===== src/rtl/adder_pkg.sv =====
// Shared definitions for the multicycle adder/subtractor: FSM state encoding
// and chunk-counter width helper.
package adder_pkg;

  typedef enum logic [1:0] {
    IDLE = 2'd0,
    RUN  = 2'd1,
    DONE = 2'd2
  } state_t;

  // Counter width for N/K chunks; at least one bit so K==N still has a counter.
  function automatic int cnt_width(input int n, input int k);
    int w;
    w = $clog2(n / k);
    return (w < 1) ? 1 : w;
  endfunction

endpackage


===== src/rtl/multicycle_adder_sub_if.sv =====
// Operand/result handshake bundle for multicycle_adder_sub.
interface multicycle_adder_sub_if #(
  parameter int N = 32
) ();

  logic         in_valid;
  logic         in_ready;
  logic [N-1:0] A;
  logic [N-1:0] B;
  logic         sub;
  logic         cin;
  logic         out_valid;
  logic         out_ready;
  logic [N-1:0] S;
  logic         cout;
  logic         ovf;

  modport master (
    output in_valid, A, B, sub, cin, out_ready,
    input  in_ready, out_valid, S, cout, ovf
  );

  modport slave (
    input  in_valid, A, B, sub, cin, out_ready,
    output in_ready, out_valid, S, cout, ovf
  );

endinterface


===== src/rtl/multicycle_adder_sub_chunk_adder.sv =====
// K-bit combinational ripple adder built from full-adder stages; the carry
// chain depth of the whole design is bounded by K.
module chunk_adder #(
  parameter int K = 8
) (
  input  logic [K-1:0] a,
  input  logic [K-1:0] b,
  input  logic         ci,
  output logic [K-1:0] s,
  output logic         co
);

  logic [K:0] carry_s;

  assign carry_s[0] = ci;

  for (genvar i = 0; i < K; i++) begin : g_fa
    assign s[i]         = a[i] ^ b[i] ^ carry_s[i];
    assign carry_s[i+1] = (a[i] & b[i]) | (carry_s[i] & (a[i] ^ b[i]));
  end

  assign co = carry_s[K];

endmodule


===== src/rtl/multicycle_adder_sub.sv =====
// N-bit adder/subtractor computing K bits per cycle with valid/ready handshake.
// Optional saturation on signed overflow when ADDER_SAT_EN is defined.
module multicycle_adder_sub
  import adder_pkg::*;
#(
  parameter int N = 32,
  parameter int K = 8
) (
  input logic                clk,
  input logic                reset_n,
  multicycle_adder_sub_if.slave bus
);

  localparam int             W      = cnt_width(N, K);
  localparam int             CHUNKS = N / K;
  localparam logic [W-1:0]   LAST   = W'(CHUNKS - 1);

  state_t       state_r;
  state_t       state_s;
  logic [W-1:0] cnt_r;
  logic [N-1:0] a_r;
  logic [N-1:0] b_r;
  logic [N-1:0] sum_r;
  logic [N-1:0] s_r;
  logic         carry_r;
  logic         cout_r;
  logic         ovf_r;
  logic         in_ready_r;
  logic         out_valid_r;

  logic [K-1:0] a_chunk_s;
  logic [K-1:0] b_chunk_s;
  logic [K-1:0] sum_chunk_s;
  logic         chunk_co_s;
  logic [N-1:0] raw_s;
  logic [N-1:0] final_s;
  logic         ovf_s;
  logic         accept_s;

  assign a_chunk_s = a_r[cnt_r*K +: K];
  assign b_chunk_s = b_r[cnt_r*K +: K];
  assign accept_s  = bus.in_valid && in_ready_r && (state_r == IDLE);

  chunk_adder #(.K(K)) u_chunk (
    .a  (a_chunk_s),
    .b  (b_chunk_s),
    .ci (carry_r),
    .s  (sum_chunk_s),
    .co (chunk_co_s)
  );

  // Full raw sum with the current chunk merged in; complete on the last chunk.
  always_comb begin
    raw_s                 = sum_r;
    raw_s[cnt_r*K +: K]   = sum_chunk_s;
    ovf_s                 = (a_r[N-1] == b_r[N-1]) && (raw_s[N-1] != a_r[N-1]);
  end

  // Result selection: wrap by default, clamp to the signed limit on overflow when enabled.
  always_comb begin
`ifdef ADDER_SAT_EN
    if (ovf_s) begin
      final_s = a_r[N-1] ? {1'b1, {(N-1){1'b0}}} : {1'b0, {(N-1){1'b1}}};
    end else begin
      final_s = raw_s;
    end
`else
    final_s = raw_s;
`endif
  end

  // Next-state logic.
  always_comb begin
    state_s = state_r;
    case (state_r)
      IDLE: begin
        if (accept_s) state_s = RUN;
        else          state_s = IDLE;
      end
      RUN: begin
        if (cnt_r == LAST) state_s = DONE;
        else               state_s = RUN;
      end
      DONE: begin
        if (bus.out_ready) state_s = IDLE;
        else               state_s = DONE;
      end
      default: state_s = IDLE;
    endcase
  end

  // State register.
  always_ff @(posedge clk or negedge reset_n) begin
    if (!reset_n) state_r <= IDLE;
    else          state_r <= state_s;
  end

  // Operand capture, chunk accumulation and registered handshake/result outputs.
  always_ff @(posedge clk or negedge reset_n) begin
    if (!reset_n) begin
      cnt_r       <= '0;
      a_r         <= '0;
      b_r         <= '0;
      sum_r       <= '0;
      s_r         <= '0;
      carry_r     <= 1'b0;
      cout_r      <= 1'b0;
      ovf_r       <= 1'b0;
      in_ready_r  <= 1'b1;
      out_valid_r <= 1'b0;
    end else begin
      in_ready_r  <= (state_s == IDLE);
      out_valid_r <= (state_s == DONE);
      case (state_r)
        IDLE: begin
          if (accept_s) begin
            a_r     <= bus.A;
            b_r     <= bus.sub ? ~bus.B : bus.B;
            carry_r <= bus.sub ? 1'b1 : bus.cin;
            cnt_r   <= '0;
          end
        end
        RUN: begin
          sum_r   <= raw_s;
          carry_r <= chunk_co_s;
          cnt_r   <= cnt_r + W'(1);
          if (cnt_r == LAST) begin
            s_r    <= final_s;
            cout_r <= chunk_co_s;
            ovf_r  <= ovf_s;
          end
        end
        default: begin
        end
      endcase
    end
  end

  assign bus.in_ready  = in_ready_r;
  assign bus.out_valid = out_valid_r;
  assign bus.S         = s_r;
  assign bus.cout      = cout_r;
  assign bus.ovf       = ovf_r;

endmodule


===== src/flat_wrapper.sv =====
// flat-port wrapper written by rule: the top's interface ports become plain ports
module multicycle_adder_sub_flat import adder_pkg::*;
#(
  parameter int N = 32,
  parameter int K = 8
)
  (clk, reset_n, bus_in_valid, bus_A, bus_B, bus_sub, bus_cin, bus_out_ready, bus_in_ready, bus_out_valid, bus_S, bus_cout, bus_ovf);
  multicycle_adder_sub_if #(.N(N)) bus_i ();
  input logic clk;
  input logic reset_n;
  input wire logic [$bits(bus_i.in_valid)-1:0] bus_in_valid;
  input wire logic [$bits(bus_i.A)-1:0] bus_A;
  input wire logic [$bits(bus_i.B)-1:0] bus_B;
  input wire logic [$bits(bus_i.sub)-1:0] bus_sub;
  input wire logic [$bits(bus_i.cin)-1:0] bus_cin;
  input wire logic [$bits(bus_i.out_ready)-1:0] bus_out_ready;
  output wire logic [$bits(bus_i.in_ready)-1:0] bus_in_ready;
  output wire logic [$bits(bus_i.out_valid)-1:0] bus_out_valid;
  output wire logic [$bits(bus_i.S)-1:0] bus_S;
  output wire logic [$bits(bus_i.cout)-1:0] bus_cout;
  output wire logic [$bits(bus_i.ovf)-1:0] bus_ovf;
  assign bus_i.in_valid = bus_in_valid;
  assign bus_i.A = bus_A;
  assign bus_i.B = bus_B;
  assign bus_i.sub = bus_sub;
  assign bus_i.cin = bus_cin;
  assign bus_i.out_ready = bus_out_ready;
  assign bus_in_ready = bus_i.in_ready;
  assign bus_out_valid = bus_i.out_valid;
  assign bus_S = bus_i.S;
  assign bus_cout = bus_i.cout;
  assign bus_ovf = bus_i.ovf;
  multicycle_adder_sub #(.N(N), .K(K)) u_core (.clk(clk), .reset_n(reset_n), .bus(bus_i));
endmodule

===== config.mk =====
export PLATFORM = sky130hd
export DESIGN_NAME = multicycle_adder_sub_flat
export DESIGN_NICKNAME = d
export VERILOG_FILES = /design/src/rtl/adder_pkg.sv /design/src/rtl/multicycle_adder_sub_if.sv /design/src/rtl/multicycle_adder_sub_chunk_adder.sv /design/src/rtl/multicycle_adder_sub.sv /design/src/flat_wrapper.sv
export SDC_FILE = /design/constraint.sdc
export NUM_CORES = 1
export LEC_CHECK = 0
export BUFFER_PORTS_ARGS = -buffer_cell sky130_fd_sc_hd__buf_2
export CORE_ASPECT_RATIO = 0.8
export CORE_MARGIN = 2
export CORE_UTILIZATION = 60
export CTS_CLUSTER_SIZE = 8
export DETAILED_ROUTE_END_ITERATION = 8
export PLACE_DENSITY = 0.85
export SKIP_LAST_GASP = 1
export SYNTH_ARGS = -nofsm -noshare
export SYNTH_HDL_FRONTEND = slang
export SYNTH_HIERARCHICAL = 1
export SYNTH_SLANG_ARGS = --single-unit

===== constraint.sdc =====
create_clock -name clk -period 9.52 [get_ports clk]
set_input_delay 1.428 -clock clk [delete_from_list [all_inputs] [get_ports clk]]
set_output_delay 1.428 -clock clk [all_outputs]
set_load 0.02 [all_outputs]

; Word level (Yosys, flattened, before mapping)
; Index checks and enable logic that the tools add are counted.
[word_totals]
ff_bits = 137
input_bits = 70
out_inout_bits = 36
wordCells = 85
[op_classes]
addsub = 2
eq_ne = 7
shift = 4
mux = 11
n_bitwise = 41
n_reduce_logical = 9
[op_table]
columns = op, n
row1 = $shiftx 32x6->8, 2
row2 = $neg 5->34, 1
row3 = $shift 8x34->32 const A, 1
row4 = $shiftx 8x34->32, 1
row5 = $bwmux 32, 1
row6 = $mux 32, 1
row7 = $not 32->32, 1
row8 = $and 1x1->1, 16
row9 = $xor 1x1->1, 16
row10 = $or 1x1->1, 8
row11 = $eq 2x2->1 const B, 3
row12 = $mux 2, 3
row13 = $pmux 2 s3, 1
row14 = $reduce_and 2->1, 3
row15 = $logic_not 2->1, 2
row16 = $pmux 2 s2, 1
row17 = $logic_and 1x1->1, 3
row18 = $mux 1, 3
row19 = $add 2x1->2 const B, 1
row20 = $eq 2x1->1 const B, 1
row21 = $ne 2x1->1 const B, 1
row22 = $pmux 1 s2, 1
row23 = $reduce_bool 2->1, 1
row24 = $eq 1x1->1, 1
row25 = $ne 1x1->1, 1

; Depth between registers and ports, before layout
[logic_depth]
ltp_word = 21
mapped_depth = 19
ltp_nobuf = 16

; By module
; Netlist, hierarchy kept.
[by_module_without_submodules]
columns = mod, n_inst, cells_each, area_each_um2, seq_area_each_um2
row1 = multicycle_adder_sub, 1, 488, 5811.8, 3229.3
row2 = chunk_adder, 1, 18, 197.7, 0.0

; Worst setup path after synthesis
; No wires, ideal clock.
[synth_path]
path_type = flip-flop to flip-flop
start = reg u_core.cnt_r[0]
end = reg u_core.ovf_r, in the netlist u_core/bus.ovf
setup_ps = 127
t_arrival_ps = 4998
required_time_ps = 9393
setup_slack_ps = 4396
path_stages_with_launch = 20
n_path_buf = 3
synth_period_minus_slack_ps = 5124
path_cell_list = dfrtp_1 > buf_2 > buf_4 > mux4_2 > fa_1 > inv_1 > fa_1 > inv_1 > fa_1 > fa_1 > fa_1 > fa_1 > fa_1 > inv_1 > fa_1 > inv_1 > clkbuf_1 > and4bb_2 > mux2i_1 > o21ai_0
[synth_between]
elab_chain_len = 21
elab_cells_between_ends = 47
cone_classes = add/sub: 1 / eq/ne: 2 / shift: 4 / mux: 1 / bitwise: 37 / reduce/logical: 2
[synth_rtl]
columns = item, line
row1 = "start, declared", multicycle_adder_sub.sv:20  ; logic [W-1:0] cnt_r;
row2 = "start signal, assigned", multicycle_adder_sub.sv:126  ; cnt_r <= cnt_r + W'(1);
row3 = $shiftx 32x6->8 (*), multicycle_adder_sub.sv:40  ; assign a_chunk_s = a_r[cnt_r*K +: K];
row4 = via u_core.a_chunk_s[0], multicycle_adder_sub.sv:31  ; logic [K-1:0] a_chunk_s;
row5 = $xor 1x1->1, multicycle_adder_sub_chunk_adder.sv:19  ; assign carry_s[i+1] = (a[i] & b[i]) | (carry_s[i] & (a[i] ^ b[i]));
row6 = $and 1x1->1, multicycle_adder_sub_chunk_adder.sv:19
row7 = $or 1x1->1 (*), multicycle_adder_sub_chunk_adder.sv:19
row8 = $and 1x1->1 (*), multicycle_adder_sub_chunk_adder.sv:19
row9 = $or 1x1->1 (*), multicycle_adder_sub_chunk_adder.sv:19
row10 = $and 1x1->1 (*), multicycle_adder_sub_chunk_adder.sv:19
row11 = (+7 left out), -
row12 = $and 1x1->1 (*), multicycle_adder_sub_chunk_adder.sv:19
row13 = $or 1x1->1 (*), multicycle_adder_sub_chunk_adder.sv:19
row14 = $xor 1x1->1 (*), multicycle_adder_sub_chunk_adder.sv:18  ; assign s[i] = a[i] ^ b[i] ^ carry_s[i];
row15 = via u_core.sum_chunk_s[7], multicycle_adder_sub.sv:33  ; logic [K-1:0] sum_chunk_s;
row16 = $shiftx 8x34->32 (*), multicycle_adder_sub.sv:55  ; raw_s[cnt_r*K +: K] = sum_chunk_s;
row17 = $bwmux 32 (*), multicycle_adder_sub.sv:55
row18 = $ne 1x1->1 (*), multicycle_adder_sub.sv:56  ; ovf_s = (a_r[N-1] == b_r[N-1]) && (raw_s[N-1] != a_r[N-1]);
row19 = $logic_and 1x1->1 (*), multicycle_adder_sub.sv:56
row20 = "end signal, assigned", multicycle_adder_sub.sv:130  ; ovf_r <= ovf_s;
row21 = "end, declared", multicycle_adder_sub.sv:27  ; logic ovf_r;
; The timed path passes the listed nets; every way through them passes the cells marked *.
; A chain may end at the register's enable or synchronous reset.

; Worst setup path after layout
[layout_path]
start = reg u_core.cnt_r[1]
end = reg u_core.ovf_r, in the netlist u_core/bus.ovf
; Same word-level chain as after synthesis.

==> qor.csv <==
metric,value,unit
total length of routed met3 wires,866,um
clock-pin slew on the worst setup and hold paths,0.06,ns
final worst clock skew,0.00654,ns
final total negative setup slack,0,ns
maximum frequency from static timing analysis,181,MHz
result of the run,"finished, final reports clean",
setup repair after global routing missed its margin,no,
total routing usage reported by global routing,26.8,%
"Worst Path Class, Setup",reg2reg,
count of pins on the block boundary,106,
count of H-tree levels built during CTS,4,
insertion delay to the later sink of the worst-skew pair,0.42,ns
Max-slew headroom,14.3,%
first-iteration detailed-routing DRC count,370,
initial antenna violation count,0,
detailed-route vias per instance,5.74,
data required time of the critical path,9.79,ns
# fillers,646,
number of buffers added to fix hold violations after cts,0,
launching instance or port of the critical path,u_core/cnt_r[1],
final total power,3.05,mW
max layer used,met4,
crit path launch type,register,
leakage power total,3.28,nW
area of the die,10800,um^2
Final min period,5.52,ns
worst hold start,u_core/bus.S[5],
most repeated library cell on the critical path,sky130_fd_sc_hd__fa_1,
peak ir drop on the vdd network,0.238,mV
Hold WS,0.474,ns
worst flop-to-flop path startpoint,u_core/cnt_r[1],
setup slack after layout,4.00,ns
TritonCTS clock tree,built,
final HPWL from detailed placement,8.64,mm
First-pass DRT Iterations,5,
wire length of the first global-routing pass,21.6,mm
TritonCTS buffer count,17,
number of setup violations in the final report,0,
primary flip-flop cell chosen by synthesis mapping,sky130_fd_sc_hd__dfrtp_1,
ys async rst share,100,%
placement-stage worst setup slack,4.01,ns
clk sinks,129,
antenna cells,0,
final estimated routing congestion in global placement,0.825,
Initial Util,62.0,%
site row count,32,
setup bufs post-CTS,0,
Max Slew Vio Count,0,
peak fanout along the critical path,19,
Worst setup EP type,register,
total vias in the final route,4254,
Power Dens Cells,424,nW/um^2
Mapped Cells,506,
Core Box Area,9690,um^2
PostCTS Resize Cnt,0,
Avg Inst Size Synth,11.9,um^2
DRT Wirelength,13.4,mm
cell with the largest stage delay on the worst path,sky130_fd_sc_hd__dfrtp_1,
Hold Crit Class,reg2reg,
remaining routing DRC violations,0,
final hold viol count,0,
Slew @ Worst Pin,1.27,ns
Layout Nets,675,
maximum number of pins on one net before global-route repair,101,
wire length per cell after detailed routing,18.1,um
netlist area before placement,6010,um^2
count of distinct cell types in the synthesized netlist,33,
number of buffers and inverters on the critical path,4,
number of flops mapped to enable cells by yosys,0,
fin crit share,58.0,%
number of input and output port buffers inserted,105,
Vert. Die Dim,93.5,um
ratio of cells with drive above 1 in the final layout,32.7,%
# Max-Cap Violations,0,
yosys synthesis warning count,6,
via count of the first global-routing pass,4271,
clk root buf,sky130_fd_sc_hd__clkbuf_16,
CP top delay family,adder cells,
length of routed met2 wiring,6.65,mm
sum of routed wire segments on met1,5.57,mm
clk buf depth,2,
register bit count reported by yosys,129,
Area Growth Syn to Fin,19.5,%
"Net Count, Synth",589,
proportion of synthesized chip area in sequential cells,53.7,%
floorplan die width,116,um
delay contributed by the slowest stage of the critical path,0.89,ns
list of cells traversed by the critical path,mux4_2 > fa_1 > inv_1 > fa_1 > inv_1 > fa_1 > fa_1 > fa_1 > fa_1 > fa_1 > inv_1 > fa_1 > inv_1 > and4bb_2 > mux2i_1 > o21ai_0,
Antenna Violating Nets Remaining,0,
overall overflow remaining after global route,0,
signal arrival time at the worst endpoint,5.80,ns
-- flip-flops by register name, summed over array words and instances, names as in the netlist --
register / count
u_core/sum_r: 24
u_core/bus.cout: 1
u_core/a_r: 32
u_core/bus.ovf: 1
u_core/cnt_r: 2
u_core/bus.S: 32
u_core/b_r: 32
u_core/state_r: 2
u_core/bus.out_valid: 1
u_core/carry_r: 1
u_core/bus.in_ready: 1
-- cell usage in the layout (no fill, tap or decap), drive strengths merged --
master and count:
nor2 34, nor2b 25, clkinv 3, inv 20, fa 8, a221o 1, nand2 31, nor4 1
mux2 34, ha 5, o31ai 1, bufinv 3, o21ai 27, nand3b 2, dfrtp 128, and4b 1
a21oi 56, mux4 16, mux2i 1, nor3 2, o41ai 1, o21a 2, and4bb 1, clkbuf 17
and2 2, a22o 31, o21bai 1, dfstp 1, clkinvlp 2, nand3 1, xnor2 32, nand2b 2
buf 110, nor4bb 3
-- layer usage --
layer  global-route usage, %  vias to the layer above
met5                       0                        -
met3                    6.03                       31
met2                    43.5                      168
li1                        -                     1927
met1                    34.9                     2128
met4                    12.1                        0
-- kinds of logic (layout without fill, tap and decap cells) --
group | after synthesis | count (layout) | synth area share (%)
AOI/OAI and AO/OA | 120 | 120 | 12.2
xor gates and xnor gates | 32 | 32 | 4.66
adders and majority gates | 13 | 13 | 3.71
buffers and inverters | 56 | 155 | 4.14
DFF | 129 | 129 | 53.7
muxes | 51 | 51 | 12.5
and+or+nand+nor | 105 | 105 | 8.97
-- cell usage after synthesis, drive strengths merged, types with 2 or more instances --
cell type  count  share of area (%)
nand2b         2               0.21
ha             5                1.0
nor2          34                2.1
xnor2         32                4.7
a21oi         56                4.7
inv           13               0.81
o21ai         27                2.2
nor3           2               0.33
and2           2               0.21
buf           28                2.4
a22o          31                4.5
nand3b         2               0.25
nand2         31                1.9
mux4          16                6.0
fa             8                2.7
mux2          34                6.4
nor2b         25                2.6
o21a           2               0.25
clkbuf        15               0.94
dfrtp        128                 53
nor4bb         3               0.50
-- stage by stage --
step | std cells | util [%] | cell area, um^2
2_1_floorplan | 506 | - | 6010
3_3_place_gp | 709 | 67.7 | 6560
3_5_place_dp | 709 | 67.7 | 6560
4_1_cts | 741 | 74.1 | 7180
5_1_grt | 741 | 74.1 | 7180
6_report | 741 | 74.1 | 7180
-- final cells by class --
type,instances,area (um^2),share of cell area (%)
Timing Repair Buffer,110,566,7.88
Inverter,13,48.8,0.680
Clock buffer,17,425,5.92
Clock inverter,15,195,2.72
Multi-Input combinational cell,321,2550,35.5
Tap cell,136,170,2.37
Sequential cell,129,3230,45.0
-- tightest hold or removal path: cells and delay by family (launching register included) --
family	cells	cell delay, ns
flops	1	0.33
simple gates	1	0.05
compound gates	1	0.06
-- report_power, final --
| group | internal [mW] | switching, mW | leakage [nW] |
|---|---|---|---|
| Combinational | 0.550 | 0.893 | 1.37 |
| Sequential | 0.776 | 0.147 | 1.61 |
| Clock | 0.419 | 0.262 | 0.298 |
| Total | 1.75 | 1.30 | 3.28 |
-- path summary, 6_finish.rpt --
path	endpoint	slack [ns]	depth (start not counted)
worst min register to register	u_core/bus.S[5]	0.47	2
worst min-delay path	u_core/bus.S[5]	0.47	2
worst max register to register	u_core/bus.ovf	4.00	16
worst max-delay path	u_core/bus.ovf	4.00	16
max in group asynchronous	u_core/b_r[15]	7.10	2
min in group asynchronous	u_core/bus.S[28]	1.07	1
Power figures use the tool's default switching activity.
